`src/rtl/ysyx_25040111_wb_arb.sv`:
```
// ysyx_25040111_wb_arb
//   Write-back arbiter and register scoreboard for the 16x32 register file.
//   EXU (src0) and LSU (src1) results share the file's single write port.
//   A round-robin pointer settles conflicts. A busy bit per register tracks
//   pending writes. Read-after-write hazards are reported to issue, and
//   write-after-write allocations are stalled.
//
//   Optional feature macro: YSYX_25040111_WB_STAT_EN
//     defined   -> stat_conf counts cycles where both sources were valid
//     undefined -> no counter is built and stat_conf is tied to zero
module ysyx_25040111_wb_arb #(
  parameter int NREG = 16,
  parameter int AW   = 4,
  parameter int DW   = 32
) (
  input  logic          clock,
  input  logic          reset_n,
  input  logic          issue_valid,
  input  logic [AW-1:0] issue_rd,
  output logic          issue_ready,
  input  logic [AW-1:0] chk_rs1,
  input  logic [AW-1:0] chk_rs2,
  output logic          hazard,
  input  logic          s0_valid,
  output logic          s0_ready,
  input  logic [AW-1:0] s0_rd,
  input  logic [DW-1:0] s0_data,
  input  logic          s1_valid,
  output logic          s1_ready,
  input  logic [AW-1:0] s1_rd,
  input  logic [DW-1:0] s1_data,
  output logic          rf_wen,
  output logic [AW-1:0] rf_waddr,
  output logic [DW-1:0] rf_wdata,
  output logic [31:0]   stat_conf
);

  // Scoreboard and arbitration state
  logic [NREG-1:0] busy;
  logic [NREG-1:0] busy_nxt;
  logic            rr_ptr;      // 0: src0 wins a conflict, 1: src1 wins
  logic            rr_nxt;

  // Grant decode
  logic            both_valid;
  logic            gnt0;
  logic            gnt1;
  logic            gnt_any;
  logic [AW-1:0]   gnt_rd;
  logic [DW-1:0]   gnt_data;
  logic            issue_hit;   // issue_rd is the register being retired now

  assign both_valid = s0_valid & s1_valid;

  // Combinational grant: a lone requester wins, a conflict goes to rr_ptr
  always_comb begin
    gnt0 = 1'b0;
    gnt1 = 1'b0;
    if (both_valid) begin
      if (rr_ptr == 1'b0) begin
        gnt0 = 1'b1;
      end else begin
        gnt1 = 1'b1;
      end
    end else if (s0_valid) begin
      gnt0 = 1'b1;
    end else if (s1_valid) begin
      gnt1 = 1'b1;
    end else begin
      gnt0 = 1'b0;
      gnt1 = 1'b0;
    end
  end

  assign gnt_any  = gnt0 | gnt1;
  assign s0_ready = gnt0;
  assign s1_ready = gnt1;

  // Select the address and data of the granted source for the write port
  always_comb begin
    gnt_rd   = s0_rd;
    gnt_data = s0_data;
    if (gnt1) begin
      gnt_rd   = s1_rd;
      gnt_data = s1_data;
    end else begin
      gnt_rd   = s0_rd;
      gnt_data = s0_data;
    end
  end

  // The pointer hands priority to the loser on every conflict cycle
  always_comb begin
    rr_nxt = rr_ptr;
    if (both_valid) begin
      rr_nxt = ~rr_ptr;
    end else begin
      rr_nxt = rr_ptr;
    end
  end

  // Allocation is accepted when the register is free or is being written
  // back this very cycle. Otherwise issue stalls on the WAW dependency.
  always_comb begin
    issue_hit   = gnt_any & (gnt_rd == issue_rd);
    issue_ready = ~busy[issue_rd] | issue_hit;
  end

  // RAW hazard on current busy bits. x0 is never pending.
  always_comb begin
    hazard = (busy[chk_rs1] & (chk_rs1 != {AW{1'b0}})) |
             (busy[chk_rs2] & (chk_rs2 != {AW{1'b0}}));
  end

  // Next scoreboard: a new allocation beats a same-cycle retirement of that rd
  always_comb begin
    busy_nxt    = busy;
    busy_nxt[0] = 1'b0;
    for (int i = 1; i < NREG; i++) begin
      if (issue_valid && issue_ready && (issue_rd == AW'(i))) begin
        busy_nxt[i] = 1'b1;
      end else if (gnt_any && (gnt_rd == AW'(i))) begin
        busy_nxt[i] = 1'b0;
      end else begin
        busy_nxt[i] = busy[i];
      end
    end
  end

  // Scoreboard and round-robin pointer registers
  always_ff @(posedge clock or negedge reset_n) begin
    if (!reset_n) begin
      busy   <= {NREG{1'b0}};
      rr_ptr <= 1'b0;
    end else begin
      busy   <= busy_nxt;
      rr_ptr <= rr_nxt;
    end
  end

  // Registered write port. A grant to x0 completes but never writes.
  // Address and data keep their last value while idle.
  always_ff @(posedge clock or negedge reset_n) begin
    if (!reset_n) begin
      rf_wen   <= 1'b0;
      rf_waddr <= {AW{1'b0}};
      rf_wdata <= {DW{1'b0}};
    end else if (gnt_any) begin
      rf_wen   <= (gnt_rd != {AW{1'b0}});
      rf_waddr <= gnt_rd;
      rf_wdata <= gnt_data;
    end else begin
      rf_wen   <= 1'b0;
      rf_waddr <= rf_waddr;
      rf_wdata <= rf_wdata;
    end
  end

`ifdef YSYX_25040111_WB_STAT_EN
  logic [31:0] stat_cnt;

  // Conflict counter. It wraps naturally at 2^32.
  always_ff @(posedge clock or negedge reset_n) begin
    if (!reset_n) begin
      stat_cnt <= 32'd0;
    end else if (both_valid) begin
      stat_cnt <= stat_cnt + 32'd1;
    end else begin
      stat_cnt <= stat_cnt;
    end
  end

  assign stat_conf = stat_cnt;
`else
  assign stat_conf = 32'd0;
`endif

endmodule

```
`config.mk`:
```
export PLATFORM = sky130hd
export DESIGN_NAME = ysyx_25040111_wb_arb
export DESIGN_NICKNAME = d
export VERILOG_FILES = /design/src/rtl/ysyx_25040111_wb_arb.sv
export SDC_FILE = /design/constraint.sdc
export NUM_CORES = 1
export LEC_CHECK = 0
export CORE_MARGIN = 10
export CORE_UTILIZATION = 37
export DETAILED_ROUTE_END_ITERATION = 12
export PLACE_DENSITY_LB_ADDON = 0.3
export RECOVER_POWER = 100
export SLEW_MARGIN = 20
export SYNTH_ARGS = -nofsm -noshare
export SYNTH_HDL_FRONTEND = slang
export SYNTH_SLANG_ARGS = --single-unit
```
`constraint.sdc`:
```
create_clock -name clock -period 2.07 [get_ports clock]
set_input_delay 0.414 -clock clock [delete_from_list [all_inputs] [get_ports clock]]
set_output_delay 0.414 -clock clock [all_outputs]
set_load 0.03 [all_outputs]
```
=== Word level (Yosys, flattened, before mapping) ===
Cells that the tools add are included.

* Input port bits: 89
* Register bits: 53
* Output and inout bits: 73
* Logic and storage cells: 157

* Order comparisons: 3
* Equal/unequal tests: 31
* Muxes and demuxes: 46
* Bitwise gates (word level): 9
* Reduce and logical (&&, ||, !) cells: 49

{| class="wikitable"
|+ Operator list
! cell !! number
|-
| $eq 4x4->1 const B || 16
|-
| $mux 1 || 41
|-
| $eq 4x3->1 const B || 8
|-
| $mux 32 || 1
|-
| $logic_and 1x1->1 || 31
|-
| $reduce_bool 2->1 || 15
|-
| $eq 4x2->1 const B || 4
|-
| $lt 4x5->1 const B || 3
|-
| $bmux 1 s4 || 3
|-
| $reduce_bool 4->1 || 3
|-
| $eq 4x1->1 const B || 2
|-
| $and 1x1->1 || 4
|-
| $eq 4x4->1 || 1
|-
| $mux 4 || 1
|-
| $or 1x1->1 || 3
|-
| $not 1->1 || 2
|}

=== Longest topological paths before layout ===
* Depth after elaboration: 10
* Gate-level depth with buffers: 8
* Gate-level depth less buffers: 6

=== Worst setup path before layout ===
OpenSTA, ideal clock, no wires.

* Path kind: input to output
* Start: input port issue_rd[3]
* End: output port issue_ready
* Data required time: 1.656 ns
* Arrival: 1.958 ns
* Buffers on the path: 2
* Slack: -0.302 ns
* Stages on the path: 7
* Cells stage by stage: clkbuf_1 -> xor2_1 -> o32ai_2 -> o31ai_1 -> o41a_1 -> buf_6 -> inv_1

* Longest elaborated chain between the ends: 4
* Elaborated cells on any way between the ends: 6
* Those cells by class: eq/ne: 1; mux: 2; bitwise: 3

{| class="wikitable"
|+ Ends and longest elaborated chain
! item !! line !! RTL
|-
| from (decl) || 19 || <nowiki>input logic [AW-1:0] issue_rd,</nowiki>
|-
| $bmux 1 s4 || 106 || <nowiki>issue_ready = ~busy[issue_rd] | issue_hit;</nowiki>
|-
| $mux 1 (implied by the code) || 106 ||
|-
| $not 1->1 || 106 ||
|-
| $or 1x1->1 * || 106 ||
|-
| to (decl) || 20 || <nowiki>output logic issue_ready,</nowiki>
|}

Mark *: on every way between the ends. The rest lies on a longest branch, timed or not. The select of a mux whose other input is x is not followed.

=== Final worst setup path ===
* Start: register busy[11]
* End: output port hazard

* Longest elaborated chain between the ends: 4
* Elaborated cells on any way between the ends: 7
* Those cells by class: mux: 4; bitwise: 3

{| class="wikitable"
|+ Ends and longest elaborated chain
! item !! line !! RTL
|-
| from (decl) || 39 || <nowiki>logic [NREG-1:0] busy;</nowiki>
|-
| from (signal assigned) || 133 || <nowiki>busy <= {NREG{1'b0}};</nowiki>
|-
| from (signal assigned) || 136 || <nowiki>busy <= busy_nxt;</nowiki>
|-
| $bmux 1 s4, on equally long branches || 111, 112 ||
|-
| $mux 1, on equally long branches || 111, 112 ||
|-
| $and 1x1->1, on equally long branches || 111, 112 ||
|-
| $or 1x1->1 * || 111 || <nowiki>hazard = (busy[chk_rs1] & (chk_rs1 != {AW{1'b0}})) |</nowiki>
|-
| to (decl) || 23 || <nowiki>output logic hazard,</nowiki>
|}

Marked as above.

==> flow_summary.json <==
{
  "status": "complete, but fails checks",
  "violations": "setup timing",
  "yosys_register_bits": 53,
  "antenna_found_initial": 0,
  "path_buf_inv": 1,
  "core-area_sq_um": 8340,
  "p_per_area_nw_per_um2": 956,
  "setup_ws_ns": -0.353,
  "synth-xor-area-share_pct": 0.820,
  "hold_viol_final": 0,
  "clkTransAtPathRegs_ns": 0.10,
  "yosysUniqueCellTypes": 48,
  "cts_root_buf": "clkbuf_8",
  "chipHeight_um": 113,
  "cpMaxStageDelayCell": "mux4_2",
  "fin_util_pct": 63.9,
  "die-area_sq_um": 12800,
  "drive_above_1_share_pct": 26.1,
  "wirelength_um": 12000,
  "p_int_mw": 3.05,
  "cts-buffers-inserted": 5,
  "pre_cts_ws_ns": -1.13,
  "grt_pass1_vias": 3583,
  "seqPwrFrac_pct": 30.7,
  "cp_top_family": "multiplexers",
  "synthAdderAreaFrac_pct": 0,
  "synth_edf_count": 0,
  "min_period_over_period_pct": 117,
  "ios": 162,
  "yosys.area_share.simple_pct": 15.7,
  "cts_buffer_depth": 2,
  "cp.required_ns": 1.66,
  "crit-reg2reg-launch": "busy[14]$_DFFE_PN0P_",
  "clock_skew_ns": 0.0107,
  "worstSkewPairLatency_ns": 0.30,
  "worst-path-stages": 4,
  "detail_route.vias_per_cell": 5.34,
  "wire_per_inst_um": 19.2,
  "grt_util_all_layers_pct": 17.4,
  "synth_most_common_cell": "nor2_1",
  "setup_viol": 17,
  "ys_seq_area_share_pct": 41.4,
  "fp-row-count": 33,
  "route.detailed.drc": 0,
  "yosys_warnings": 0,
  "rr_worst_depth": 9,
  "cellLeakagePower_nw": 2.29,
  "max_cap_violations": 0,
  "synth_top_family_by_area": "compound AO/OA/AOI/OAI gates",
  "synthMuxAreaShare_pct": 10.3,
  "power_frac_comb_pct": 57.8,
  "crit_path_end": "hazard",
  "worst_slew_pin_slew_ns": 1.38,
  "rsz0062_at_grt": "yes",
  "final-instance-count-excl-fill": 623,
  "r2r_slack_ns": -0.23,
  "cp_cell_sequence": "mux4_2 > mux4_2 > a21o_1 > buf_6",
  "setup_tns_ns": -2.64,
  "placed_cells": 604,
  "arrival_ns": 2.01,
  "numPortBuffers": 129,
  "synth_common_cells": "nor2_1, dfrtp_1, buf_4",
  "crit_path_start": "busy[11]$_DFFE_PN0P_",
  "nNetsFinal": 606,
  "netlist.area_leader.share_pct": 41.4,
  "critPathLaunchType": "flip-flop",
  "yosysTopAreaCell": "dfrtp_1",
  "critPathMostFrequentCell": "mux4_2",
  "place_hpwl_um": 8890,
  "synthTopCellsByArea": "dfrtp_1, nor2_1, buf_4",
  "drt_iter0_drc": 154,
  "ant_nets": 0,
  "cts_sinks": 53,
  "slew_viol_final": 0,
  "netlist_area_sq_um": 3210,
  "max_slew_margin_pct": 8.05,
  "grt_pass1_wl_um": 18500,
  "grt_overflow": 0,
  "synth-compound-area-share_pct": 20.3,
  "vias": 3328,
  "dpl_cell_area_sq_um": 4830,
  "grt_max_degree": 54,
  "crit_fanout": 4,
  "critPathKind": "reg -> out",
  "synthFlopType": "dfrtp_1",
  "switchingPower_mw": 2.04,
  "power_mw": 5.09,
  "pwr-share-clk_pct": 11.5,
  "hold_class": "in -> async",
  "avgSynthCellArea_sq_um": 9.48,
  "period_minus_slack_ns": 2.42,
  "area_growth_syn_to_layout_pct": 66.2,
  "synth-async-reset-ratio_pct": 100,
  "netlist_instances": 338,
  "cts_tree": "yes",
  "r2r-end": "busy[9]$_DFFE_PN0P_",
  "insertedDiodeCount": 0,
  "end_kind": "output pin",
  "design_area_sq_um": 5330,
  "cts.htree.levels": 2,
  "die_w_um": 113,
  "sw_frac_of_total_pct": 40.1,
  "cpPeakStageDelay_ns": 0.49,
  "gp_congestion": 0.952,
  "start_util_pct": 38.4,
  "holdWs_ns": 0.514,
  "fmax_ghz": 0.413,
  "drt-pass1-iter-count": 4,
  "vdd_drop_max_v": 0.000441
}
[placed cells by master (no fill, tap or decap), types with 3 or more instances in the layout]
cell             netlist  final
o41ai_4                0      5
clkbuf_1              17      3
dlymetal6s2s_1         0      3
nand2b_1               4      3
o41ai_2                1      5
o31ai_2                0      4
o21ai_2                1      5
dlygate4sd2_1          0      6
o31ai_1               16      9
mux2_2                 4      4
mux2i_1                6      6
clkbuf_8               0      5
conb_1                 1     32
nand2_1               15     14
o22ai_1               31     31
mux4_2                10     10
clkdlybuf4s50_1        0    111
buf_12                 0      3
nor2b_1                7      6
dfrtp_1               53     52
a21oi_1                5      5
nor2_1                68     68
nand3_1                7      7
clkbuf_2               0      4
buf_6                  3     10
buf_4                 32     50
o31ai_4                0      3
[power groups by stage]
stage	logic [mW]	registers (mW)	clock network (mW)
after floorplan	1.05	1.83	0
after global placement	2.38	1.55	0
after detailed placement	2.41	1.56	0
after CTS	2.60	1.55	0.606
after global routing	3.11	1.59	0.638
final	2.94	1.57	0.585
[per-layer routing]
metal / vias to the layer above / GRT usage (%) / share of wire, %
li1: 1533 / - / -
met1: 1600 / 19.2 / 37
met2: 181 / 28.2 / 48
met3: 14 / 8.82 / 13
met4: 0 / 6.26 / 1.9
met5: - / 0 / 0
[flip-flops by register name, indices dropped and copies added (netlist names)]
signal	flops
rf_wen	1
rf_waddr	4
rf_wdata	32
busy	15
rr_ptr	1
[layout make-up]
cell class / instances / area (sq um)
clock inverter: 1 / 7.51
tap: 105 / 131
sequential: 53 / 1330
timing repair buffer: 195 / 1860
fill: 670 / 3010
clock buffer: 7 / 76.3
multi-input combinational: 257 / 1900
inverter: 5 / 25.0
[cells by family (layout without fill, tap and decap cells)]
family	Yosys count	count (layout)
flip-flops	53	53
multiplexers	20	20
buffers and inverters	59	208
AO/OA/AOI/OAI	89	89
other	1	32
XOR/XNOR	3	3
AND/OR/NAND/NOR	113	113
[how the worst min path moves through the flow]
| stage | start | to | slack [ns] | cells past startpoint |
|---|---|---|---|---|
| after floorplan | reset_n | busy[10]$_DFFE_PN0P_ | 0.12 | 0 |
| after global placement | reset_n | rf_wdata[10]$_DFFE_PN0P_ | 0.43 | 2 |
| after detailed placement | reset_n | rf_wdata[10]$_DFFE_PN0P_ | 0.43 | 2 |
| after CTS | reset_n | rf_wdata[11]$_DFFE_PN0P_ | 0.09 | 2 |
| after global routing | rf_wdata[5]$_DFFE_PN0P_ | rf_wdata[5]$_DFFE_PN0P_ | 0.56 | 2 |
| final | reset_n | rf_wdata[11]$_DFFE_PN0P_ | 0.51 | 2 |
[what timing repair did]
item                                    CTS  global route
endpoints found under the setup margin   19            19
cloned                                    0             1
pin swaps                                 3            16
setup buffers                             3             7
hold buffers                              0             0
resized for setup                        46            47
Note: power is estimated with default switching activity, not from simulation.
